[src/rtl/seq_alu_pkg.sv]
// -----------------------------------------------------------------------------
// seq_alu_pkg
//   Definitions shared by the sequential ALU and its iterative datapath.
//   - Opcode encodings for op[4:0] (OP_ADD .. OP_SHL). Any other value is
//     reported as unknown.
//   - Bit positions inside the 8-bit o_flags vector.
//   - State encoding of the top-level control FSM.
// -----------------------------------------------------------------------------
package seq_alu_pkg;

    localparam logic [4:0] OP_ADD  = 5'd0;
    localparam logic [4:0] OP_SUB  = 5'd1;
    localparam logic [4:0] OP_MUL  = 5'd2;
    localparam logic [4:0] OP_DIV  = 5'd3;
    localparam logic [4:0] OP_CMP  = 5'd4;
    localparam logic [4:0] OP_AND  = 5'd5;
    localparam logic [4:0] OP_OR   = 5'd6;
    localparam logic [4:0] OP_XOR  = 5'd7;
    localparam logic [4:0] OP_NOT  = 5'd8;
    localparam logic [4:0] OP_NAND = 5'd9;
    localparam logic [4:0] OP_NOR  = 5'd10;
    localparam logic [4:0] OP_XNOR = 5'd11;
    localparam logic [4:0] OP_ZZ   = 5'd12;
    localparam logic [4:0] OP_SHR  = 5'd13;
    localparam logic [4:0] OP_SHL  = 5'd14;

    // o_flags = {2'b0, UNKNWN, DIV0, EQ, GT, UNDERFLOW, OVERFLOW}
    localparam int FLG_OVF  = 0;
    localparam int FLG_UNF  = 1;
    localparam int FLG_GT   = 2;
    localparam int FLG_EQ   = 3;
    localparam int FLG_DIV0 = 4;
    localparam int FLG_UNK  = 5;

    typedef enum logic [1:0] {
        ST_IDLE = 2'd0,
        ST_BUSY = 2'd1,
        ST_DONE = 2'd2
    } state_e;

endpackage

[src/rtl/seq_alu_iter.sv]
// -----------------------------------------------------------------------------
// seq_alu_iter
//   Iterative multiply / divide datapath, one bit per clock.
//   MUL: right-shifting shift-add. {hi, lo} starts as {0, b}; each step adds
//        a into hi when lo[0] is set and shifts the pair right by one.
//   DIV: restoring shift-subtract. hi is the partial remainder, lo starts as
//        the dividend and collects quotient bits from the right.
//   The run lasts BITS cycles after the start edge. done is asserted during
//   the last step, and res_hi/res_lo present the values being written on
//   that edge, so the caller can capture the final result on the same edge.
// Ports:
//   clk, rst_n   clock, asynchronous active-low reset
//   start        load operands and begin a run (ignored mid-run by design
//                of the caller, which only starts from idle)
//   is_div       1 = divide, 0 = multiply (sampled with start)
//   op_a, op_b   operands (sampled with start); DIV computes op_a / op_b
//   done         last step in progress this cycle
//   res_hi       MUL: high product half; DIV: remainder
//   res_lo       MUL: low product half;  DIV: quotient
// -----------------------------------------------------------------------------
module seq_alu_iter #(
    parameter int BITS      = 8,
    parameter int LOG2_BITS = 3
) (
    input  logic            clk,
    input  logic            rst_n,
    input  logic            start,
    input  logic            is_div,
    input  logic [BITS-1:0] op_a,
    input  logic [BITS-1:0] op_b,
    output logic            done,
    output logic [BITS-1:0] res_hi,
    output logic [BITS-1:0] res_lo
);

    localparam int CNT_W = LOG2_BITS + 1;

    logic [BITS-1:0]  hi_q, hi_d;
    logic [BITS-1:0]  lo_q, lo_d;
    logic [BITS-1:0]  opnd_q, opnd_d;
    logic [CNT_W-1:0] cnt_q, cnt_d;
    logic             div_q, div_d;

    logic [BITS:0]    mul_sum;
    logic [BITS:0]    trial;

    always_comb begin
        hi_d   = hi_q;
        lo_d   = lo_q;
        opnd_d = opnd_q;
        cnt_d  = cnt_q;
        div_d  = div_q;

        mul_sum = {1'b0, hi_q} + (lo_q[0] ? {1'b0, opnd_q} : '0);
        // Shift the next dividend bit into the remainder and try the
        // subtraction; bit BITS of the difference is the borrow.
        trial   = {hi_q, lo_q[BITS-1]} - {1'b0, opnd_q};

        if (start) begin
            hi_d   = '0;
            lo_d   = is_div ? op_a : op_b;
            opnd_d = is_div ? op_b : op_a;
            cnt_d  = CNT_W'(BITS);
            div_d  = is_div;
        end else if (cnt_q != '0) begin
            cnt_d = cnt_q - CNT_W'(1);
            if (div_q) begin
                if (!trial[BITS]) begin
                    hi_d = trial[BITS-1:0];
                    lo_d = {lo_q[BITS-2:0], 1'b1};
                end else begin
                    // Remainder is below the divisor, so its MSB is zero
                    // and dropping it loses nothing.
                    hi_d = {hi_q[BITS-2:0], lo_q[BITS-1]};
                    lo_d = {lo_q[BITS-2:0], 1'b0};
                end
            end else begin
                hi_d = mul_sum[BITS:1];
                lo_d = {mul_sum[0], lo_q[BITS-1:1]};
            end
        end
    end

    always_ff @(posedge clk or negedge rst_n) begin
        if (!rst_n) begin
            hi_q   <= '0;
            lo_q   <= '0;
            opnd_q <= '0;
            cnt_q  <= '0;
            div_q  <= 1'b0;
        end else begin
            hi_q   <= hi_d;
            lo_q   <= lo_d;
            opnd_q <= opnd_d;
            cnt_q  <= cnt_d;
            div_q  <= div_d;
        end
    end

    assign done   = (cnt_q == CNT_W'(1));
    assign res_hi = hi_d;
    assign res_lo = lo_d;

endmodule

[src/rtl/seq_alu.sv]
// -----------------------------------------------------------------------------
// seq_alu
//   Multi-cycle handshaked ALU. MUL and DIV (b != 0) run BITS cycles in
//   seq_alu_iter; every other op is computed combinationally from the inputs
//   and registered on the accept edge. Results are held until consumed.
//   Handshake: an op is accepted on a rising edge with in_valid && in_ready;
//   a result is consumed on a rising edge with out_valid && out_ready.
//   in_ready is high in IDLE, and in DONE while out_ready is high, so a new
//   op can replace a consumed result on the same edge.
// Ports:
//   clk, rst_n          clock, asynchronous active-low reset
//   in_valid/in_ready   input handshake for a, b, op
//   a, b                operands (b is also the shift amount)
//   op                  [4:0] opcode, [7:5] modifier flags
//   out_valid/out_ready output handshake for z, o_flags
//   z                   result
//   o_flags             {2'b0, UNKNWN, DIV0, EQ, GT, UNDERFLOW, OVERFLOW}
// Configuration:
//   SEQ_ALU_MULHI_EN    when defined, MUL with op[5]=1 returns the high half
//                       of the product (OVERFLOW then reads 0).
// -----------------------------------------------------------------------------
module seq_alu
    import seq_alu_pkg::*;
#(
    parameter int BITS      = 8,
    parameter int LOG2_BITS = 3
) (
    input  logic            clk,
    input  logic            rst_n,
    input  logic            in_valid,
    output logic            in_ready,
    input  logic [BITS-1:0] a,
    input  logic [BITS-1:0] b,
    input  logic [7:0]      op,
    output logic            out_valid,
    input  logic            out_ready,
    output logic [BITS-1:0] z,
    output logic [7:0]      o_flags
);

    if (LOG2_BITS != $clog2(BITS) || BITS < 4) begin : g_bad_param
        $error("seq_alu: BITS must be >= 4 and LOG2_BITS must equal $clog2(BITS)");
    end

    localparam logic [BITS-1:0] BITS_V = BITS'(BITS);

    state_e          state_q, state_d;
    logic [BITS-1:0] z_q, z_d;
    logic [7:0]      flags_q, flags_d;
    logic            div_q, div_d;
`ifdef SEQ_ALU_MULHI_EN
    logic            mulhi_q, mulhi_d;
`endif

    logic            accept;
    logic            iter_op;
    logic            iter_start;
    logic            iter_done;
    logic [BITS-1:0] iter_hi;
    logic [BITS-1:0] iter_lo;

    // Single-cycle datapath
    logic [BITS-1:0]   alu_z;
    logic [7:0]        alu_flags;
    logic [BITS:0]     add_w;
    logic [BITS-1:0]   rot_amt;
    logic [2*BITS-1:0] shl_w, shr_w, rotl_w, rotr_w;
    logic [2:0]        mods;
    logic              a_gt_b, a_lt_b, a_eq_b;

    always_comb begin
        alu_z     = '0;
        alu_flags = '0;
        mods      = op[7:5];
        a_gt_b    = (a > b);
        a_lt_b    = (a < b);
        a_eq_b    = (a == b);
        add_w     = {1'b0, a} + {1'b0, b};
        rot_amt   = b % BITS_V;
        // Shifting inside a double-width word leaves the bits pushed out in
        // the other half, which gives the lost-bit flag directly.
        shl_w     = {{BITS{1'b0}}, a} << b;
        shr_w     = {a, {BITS{1'b0}}} >> b;
        rotl_w    = {a, a} << rot_amt;
        rotr_w    = {a, a} >> rot_amt;

        case (op[4:0])
            OP_ADD: begin
                alu_z              = add_w[BITS-1:0];
                alu_flags[FLG_OVF] = add_w[BITS];
            end
            OP_SUB: begin
                alu_z              = a - b;
                alu_flags[FLG_UNF] = a_lt_b;
            end
            OP_MUL: begin
                // Always iterative; never reaches this result path.
                alu_z = '0;
            end
            OP_DIV: begin
                // Only b == 0 completes here.
                alu_z               = '0;
                alu_flags[FLG_DIV0] = 1'b1;
            end
            OP_CMP: begin
                // "greater or less" and "always" select nothing.
                if (mods != 3'b011 && mods != 3'b111) begin
                    alu_z[0] = (mods[0] && a_gt_b) || (mods[1] && a_lt_b) ||
                               (mods[2] && a_eq_b);
                end
                alu_flags[FLG_GT] = a_gt_b;
                alu_flags[FLG_EQ] = a_eq_b;
            end
            OP_AND:  alu_z = a & b;
            OP_OR:   alu_z = a | b;
            OP_XOR:  alu_z = a ^ b;
            OP_NOT:  alu_z = ~a;
            OP_NAND: alu_z = ~(a & b);
            OP_NOR:  alu_z = ~(a | b);
            OP_XNOR: alu_z = ~(a ^ b);
            OP_ZZ: begin
                if (op[7]) begin
                    alu_z = {a[0], a[BITS-1:1] ^ {(BITS-1){a[0]}}};
                end else begin
                    alu_z = {a[BITS-2:0] ^ {(BITS-1){a[BITS-1]}}, a[BITS-1]};
                end
            end
            OP_SHR: begin
                if (op[5]) begin
                    alu_z = rotr_w[BITS-1:0];
                end else if (b >= BITS_V) begin
                    alu_z              = '0;
                    alu_flags[FLG_UNF] = |a;
                end else begin
                    alu_z              = shr_w[2*BITS-1:BITS];
                    alu_flags[FLG_UNF] = |shr_w[BITS-1:0];
                end
            end
            OP_SHL: begin
                if (op[5]) begin
                    alu_z = rotl_w[2*BITS-1:BITS];
                end else if (b >= BITS_V) begin
                    alu_z              = '0;
                    alu_flags[FLG_OVF] = |a;
                end else begin
                    alu_z              = shl_w[BITS-1:0];
                    alu_flags[FLG_OVF] = |shl_w[2*BITS-1:BITS];
                end
            end
            default: begin
                alu_z              = '0;
                alu_flags[FLG_UNK] = 1'b1;
            end
        endcase
    end

    assign in_ready  = (state_q == ST_IDLE) || ((state_q == ST_DONE) && out_ready);
    assign accept    = in_valid && in_ready;
    assign iter_op   = (op[4:0] == OP_MUL) || ((op[4:0] == OP_DIV) && (b != '0));
    assign out_valid = (state_q == ST_DONE);
    assign z         = z_q;
    assign o_flags   = flags_q;

    // Control FSM
    always_comb begin
        state_d    = state_q;
        z_d        = z_q;
        flags_d    = flags_q;
        div_d      = div_q;
        iter_start = 1'b0;
`ifdef SEQ_ALU_MULHI_EN
        mulhi_d    = mulhi_q;
`endif

        case (state_q)
            ST_IDLE: begin
                state_d = ST_IDLE;
            end
            ST_BUSY: begin
                if (iter_done) begin
                    state_d = ST_DONE;
                    flags_d = '0;
                    if (div_q) begin
                        z_d = iter_lo;
                    end else begin
`ifdef SEQ_ALU_MULHI_EN
                        z_d              = mulhi_q ? iter_hi : iter_lo;
                        flags_d[FLG_OVF] = !mulhi_q && (iter_hi != '0);
`else
                        z_d              = iter_lo;
                        flags_d[FLG_OVF] = (iter_hi != '0);
`endif
                    end
                end
            end
            ST_DONE: begin
                if (out_ready) begin
                    state_d = ST_IDLE;
                end
            end
            default: begin
                state_d = ST_IDLE;
            end
        endcase

        // A new op may be taken from IDLE, or from DONE on the edge the
        // previous result is consumed.
        if (accept) begin
            if (iter_op) begin
                state_d    = ST_BUSY;
                iter_start = 1'b1;
                div_d      = (op[4:0] == OP_DIV);
`ifdef SEQ_ALU_MULHI_EN
                mulhi_d    = op[5];
`endif
            end else begin
                state_d = ST_DONE;
                z_d     = alu_z;
                flags_d = alu_flags;
            end
        end
    end

    always_ff @(posedge clk or negedge rst_n) begin
        if (!rst_n) begin
            state_q <= ST_IDLE;
            z_q     <= '0;
            flags_q <= '0;
            div_q   <= 1'b0;
`ifdef SEQ_ALU_MULHI_EN
            mulhi_q <= 1'b0;
`endif
        end else begin
            state_q <= state_d;
            z_q     <= z_d;
            flags_q <= flags_d;
            div_q   <= div_d;
`ifdef SEQ_ALU_MULHI_EN
            mulhi_q <= mulhi_d;
`endif
        end
    end

    seq_alu_iter #(
        .BITS      (BITS),
        .LOG2_BITS (LOG2_BITS)
    ) u_iter (
        .clk    (clk),
        .rst_n  (rst_n),
        .start  (iter_start),
        .is_div (op[4:0] == OP_DIV),
        .op_a   (a),
        .op_b   (b),
        .done   (iter_done),
        .res_hi (iter_hi),
        .res_lo (iter_lo)
    );

endmodule
[config.mk]
export PLATFORM = sky130hd
export DESIGN_NAME = seq_alu
export DESIGN_NICKNAME = d
export VERILOG_FILES = /design/src/rtl/seq_alu_pkg.sv /design/src/rtl/seq_alu_iter.sv /design/src/rtl/seq_alu.sv
export SDC_FILE = /design/constraint.sdc
export NUM_CORES = 1
export LEC_CHECK = 0
export ABC_AREA = 1
export CORE_MARGIN = 1
export CORE_UTILIZATION = 61
export DETAILED_ROUTE_END_ITERATION = 8
export PLACE_DENSITY = 0.83
export RECOVER_POWER = 50
export SETUP_SLACK_MARGIN = 0.2
export SYNTH_ARGS = -nofsm -noshare
export SYNTH_HDL_FRONTEND = slang
export SYNTH_SLANG_ARGS = --single-unit
[constraint.sdc]
create_clock -name clk -period 3.2 [get_ports clk]
set_clock_uncertainty 0.2 [all_clocks]
set_input_delay 0.32 -clock clk [delete_from_list [all_inputs] [get_ports clk]]
set_output_delay 0.32 -clock clk [all_outputs]
set_load 0.05 [all_outputs]
; Word level (Yosys, flattened, before mapping)
; Index checks and enable logic that the tools add are counted.
[totals]
register_bits = 48
out_inout_bits = 18
[op_classes]
n_addsub = 5
n_lt_le_gt_ge = 3
n_eq_ne = 22
shifts = 4
muxes = 46
bitwise = 9
reduce_logical = 23
[ops]
columns = operator, n
row1 = 2-to-1 mux 8 bit, 23
row2 = one-hot mux 7 bit (12 select lines), 1
row3 = == test 5 x 4 -> 1 bit (second input constant), 7
row4 = NOT 8 bit, 4
row5 = OR reduction 8 bit, 3
row6 = == test 5 x 3 -> 1 bit (second input constant), 4
row7 = nonzero test 8 bit, 2
row8 = << shifter 16 x 3 -> 16 bit, 1
row9 = << shifter 8 x 8 -> 16 bit, 1
row10 = >> shifter 16 x 3 -> 8 bit, 1
row11 = >> shifter 16 x 8 -> 16 bit, 1
row12 = OR reduction 15 bit, 1
row13 = XOR 7 bit, 2
row14 = one-hot mux 1 bit (13 select lines), 1
row15 = 2-to-1 mux 1 bit, 11
row16 = == test 5 x 2 -> 1 bit (second input constant), 2
row17 = 2-to-1 mux 2 bit, 5
row18 = adder 8 x 8 -> 9 bit, 1
row19 = adder 8 x 9 -> 9 bit, 1
row20 = subtractor 9 x 8 -> 9 bit, 1
row21 = bitwise AND 8 bit, 1
row22 = == test 8 bit, 1
row23 = >= comparator 8 x 4 -> 1 bit (second input constant), 1
row24 = greater-than comparator 8 bit, 1
row25 = 22 further kinds, 35

; Longest topological paths before layout
; Gate-level depths: netlist (run 1).
[logic_depth]
depth_word = 12
ltp_mapped = 19

; Modules after synthesis
; From an unflattened synthesis (run 1), not the netlist that was laid out.
[hier_totals]
hier_cells = 1073
area_unflattened_um2 = 6259.8
[modules_own_cells]
columns = mod, instances, cells_each, area_per_inst_um2, seq_area_each_um2
row1 = seq_alu, 1, 702, 3748.6, 475.5
row2 = seq_alu_iter, 1, 371, 2511.2, 725.7

; Worst setup path before layout (run 1)
; No wires, ideal clock.
[synth_timing]
path_type = input port to flip-flop
from = input a[0]
to = register z_q[0] (netlist: z[0])
setup_time_ns = 0.132
t_arrival_ns = 2.232
required_ns = 2.868
slack_ns = 0.635
path_stages = 13
path_buffers = 1
path_cell_list = buf_2 -> clkinv_1 -> ha_1 -> inv_1 -> fa_1 -> nand2_1 -> nand2_1 -> a21oi_1 -> nor2_1 -> a211oi_1 -> nor3_1 -> o21ai_0 -> o211ai_1
[synth_between]
elab_chain_len = 8
word_cells_on_any_way = 35
cone_classes = add/sub (2) / order compare (2) / eq/ne (1) / shift (4) / mux (13) / bitwise (8) / reduce/logical (5)
[synth_rtl]
columns = item, line
row1 = "start, declared", seq_alu.sv:32  ; input logic [BITS-1:0] a,
row2 = greater-than comparator 8 bit / < comparator 8 bit (equally long branches), "seq_alu.sv:75, seq_alu.sv:76"
row3 = logical AND 1 bit, seq_alu.sv:108  ; alu_z[0] = (mods[0] && a_gt_b) || (mods[1] && a_lt_b) ||
row4 = logical OR 1 bit (2 in series), seq_alu.sv:108
row5 = 2-to-1 mux 1 bit, seq_alu.sv:107  ; if (mods != 3'b011 && mods != 3'b111) begin
row6 = one-hot mux 1 bit (13 select lines), seq_alu.sv:87  ; case (op[4:0])
row7 = 2-to-1 mux 8 bit, seq_alu.sv:209  ; if (iter_op) begin
row8 = 2-to-1 mux 8 bit *, seq_alu.sv:208  ; if (accept) begin
row9 = via z_d[0], seq_alu.sv:48  ; logic [BITS-1:0] z_q, z_d;
row10 = "end signal, assigned", seq_alu.sv:235  ; z_q <= z_d;
row11 = "end, declared", seq_alu.sv:48
; The timed path passes the listed nets; every way through them passes the cells marked *.
; A chain may end at the register's enable or synchronous reset.

; Worst setup path in the final report (run 1)
[layout_timing]
from = input b[1]
to = register z_q[5] (netlist: z[5])
[layout_between]
elab_chain_len = 10
word_cells_on_any_way = 22
cone_classes = add/sub (2) / order compare (1) / shift (4) / mux (12) / reduce/logical (3)
[layout_rtl]
columns = item, line
row1 = "start, declared", seq_alu.sv:33  ; input logic [BITS-1:0] b,
row2 = branches (longest 9 deep; another with >= comparator 8 x 4 -> 1 bit), n/a
row3 = 2-to-1 mux 8 bit *, seq_alu.sv:208
row4 = via z_d[5], seq_alu.sv:48
; Mark *: on every way through the listed nets, which the timed path passes.

==> results of run 1 <==
-- path summary, 6_finish.rpt --
path / to / slack (ps) / cells after the start
max in group asynchronous: u_iter.lo_q[7] / 1040 / 3
worst min-delay path: o_flags[6] / 300 / 2
worst min register to register: o_flags[6] / 300 / 2
worst max register to register: o_flags[0] / 340 / 19
worst max-delay path: z[5] / 340 / 12
min in group asynchronous: u_iter.hi_q[5] / 470 / 2
-- stage by stage --
stage	instance area, sq um	cells	power, mW	setup slack, ps
2_1_floorplan	5870	974	2.81	635
3_3_place_gp	6710	1169	3.37	88.5
3_5_place_dp	6710	1169	3.44	135
4_1_cts	6840	1178	3.92	250
5_1_grt	6890	1181	4.44	131
6_report	6890	1181	4.10	343
-- routing by layer --
layer | global-route usage | up-vias | routed length, um
li1 | - | 3362 | -
met1 | 0.516 | 3097 | 7870
met2 | 0.689 | 433 | 9480
met3 | 0.0508 | 110 | 1800
met4 | 0.237 | 0 | 1320
met5 | 0 | - | 0
-- synthesized netlist by cell type (all sizes together) --
cell type	number
a211oi	3
a21oi	50
a221oi	1
a22o	1
a22oi	1
a31oi	5
a41oi	1
buf	11
clkbuf	15
clkinv	5
dfrtp	47
fa	4
ha	44
inv	156
mux2i	4
nand2	260
nand3	57
nand3b	2
nand4	11
nor2	118
nor3	8
nor3b	1
nor4	8
o2111ai	2
o211ai	16
o21a	2
o21ai	87
o21bai	3
o221ai	11
o22ai	22
o311ai	3
o31ai	3
or2	3
xnor2	3
xor2	6
-- registers in the layout, indices dropped and copies added (netlist names) --
signal	cells
u_iter.opnd_q	8
u_iter.hi_q	8
u_iter.cnt_q	4
o_flags	8
div_q	1
u_iter.lo_q	8
state_q	2
z	8
-- layout make-up --
| type | instances | share of cell area |
|---|---|---|
| clock buffer | 5 | 0.00999 |
| multi-input combinational | 740 | 0.582 |
| clock inverter | 3 | 0.00690 |
| timing repair buffer | 96 | 0.119 |
| inverter | 161 | 0.0877 |
| tap | 129 | 0.0234 |
| sequential | 47 | 0.171 |
-- where the power goes --
part           switching, mW  internal [mW]  total [mW]
clock                  0.220          0.237       0.457
combinational           1.67          0.987        2.66
sequential             0.192          0.791       0.984
-- critical path: stages --
cell             delay (ps)
clkdlybuf4s50_1         490
inv_2                    80
buf_4                   180
nand2_2                  80
nor2_1                   60
nand2_1                  70
nand2_1                  80
nand3_1                  70
clkbuf_1                800
nor2_1                  320
o21ai_0                 210
nand2_1                  70
-- kinds of logic after synthesis --
logic type | after synthesis
compound gates | 211
xor+xnor | 9
fa+ha+maj | 48
buf+inv | 187
flops | 47
mux | 4
simple gates | 468
-- repair_timing --
action                     4_1_cts  5_1_grt
hold buffers                     1        0
setup endpoints to repair        0        1
hold endpoints to repair        15        0
resized for setup                0       12
setup buffers                    0        3
==> results.cfg, run 1 <==
[run_status]
status = completed

[timing]
tightest_slew_ps = 1080
holdWs_ps = 304
fin_crit_sh = 0.893
finalCriticalPeriod_ps = 2860
relSlewSlack = 0.281
fin_tns_setup_ps = 0
max_freq_mhz = 350
drv_slew = 0
rsz0062_at_grt = no
setup_viol = 0
hold_viol = 0

[final_layout]
multi_input_area_sq_um = 4010
fin_nets = 1127
area_growth_pct = 17.3
drive_gt1_frac = 0.0913
final_common_cell = nand2_1
antenna_cells = 0
regArea_sq_um = 1180
final_cell_mix = nand2_1, inv_1, nor2_1
final_util = 0.742
fillCellCount = 785

[synthesis]
syn_nets = 1050
synth-simple-area-share = 0.337
seq_area_frac_synth = 0.200
synth_top_family_by_area = simple AND/OR/NAND/NOR gates
synth_xor_area_frac = 0.0134
synth_area_sq_um = 5870
yosys.area.top_type = dfrtp_1
netlist_top_cells_area = dfrtp_1, nand2_1, inv_1, ha_1, nor2_1
yosysWarnings = 0
synth_mux_area_frac = 0.00682
synth_top_area_share = 0.200
synth.avg_cell_area_sq_um = 6.03
synth_compound_area_frac = 0.212
synth_seq_cells = 47
synth_cell_types = 47
synthAdderAreaFrac = 0.107
synthCells = 974

[die]
initial_core_util = 0.633
coreArea_sq_um = 9280
dieArea_sq_um = 10000
rows = 35
io_pins = 46
die_h_um = 100
fp.dieW_um = 100

[routing]
wirelength_mm = 20.5
drtIter0Drc = 739
drc = 0
ant_nets = 0
routed_via_density = 5.93
num_vias = 7002
drt-pass1-iter-count = 6
wl_per_cell_um = 17.3

[setup_path]
crit_required_ps = 3200
startpoint_type = input port
cp.arrival_ps = 2850
cp_max_fo = 25
critPathLaunch = b[1]
path_class = in -> reg
reg2reg_from = u_iter.lo_q[7]
worstSetupEndpointType = flip-flop

[global_routing]
grt_pass1_vias = 6406
grt_max_degree = 33
gr-total-overflow = 0
antenna_found_initial = 0
grt_pass1_wl_mm = 32.3
grt_usage = 0.413

[clock_tree]
root_buffer = clkbuf_8
clk_latency_ps = 310
clock_sinks = 47
cts_tree = done
clk_path_buf_depth = 2
clk_pin_slew_ps = 100
numCtsBuffers = 5
cts_htree_levels = 2

[placement]
dp_hpwl_mm = 15.9
routabilityCongestion = 1.08
io_buffers = 45

[flow_run]
cap_violations = 0

[power_and_ir_drop]
pwr_density_cell_nw_per_um2 = 595
leakage_nw = 3.51
vdd_drop_max_mv = 0.379

[hold_path]
min_from = o_flags[6]
hp-class = reg -> reg
Note: power is estimated with default switching activity, not from simulation.
==> inputs of run 2 (changes only) <==
--- a/config.mk
+++ b/config.mk
@@ -15,3 +15,4 @@
 export SYNTH_ARGS = -nofsm -noshare
 export SYNTH_HDL_FRONTEND = slang
 export SYNTH_SLANG_ARGS = --single-unit
+export TNS_END_PERCENT = 5
==> results of run 2 <==
Same layout as run 1: the final DEF is identical, and so are final timing and power.
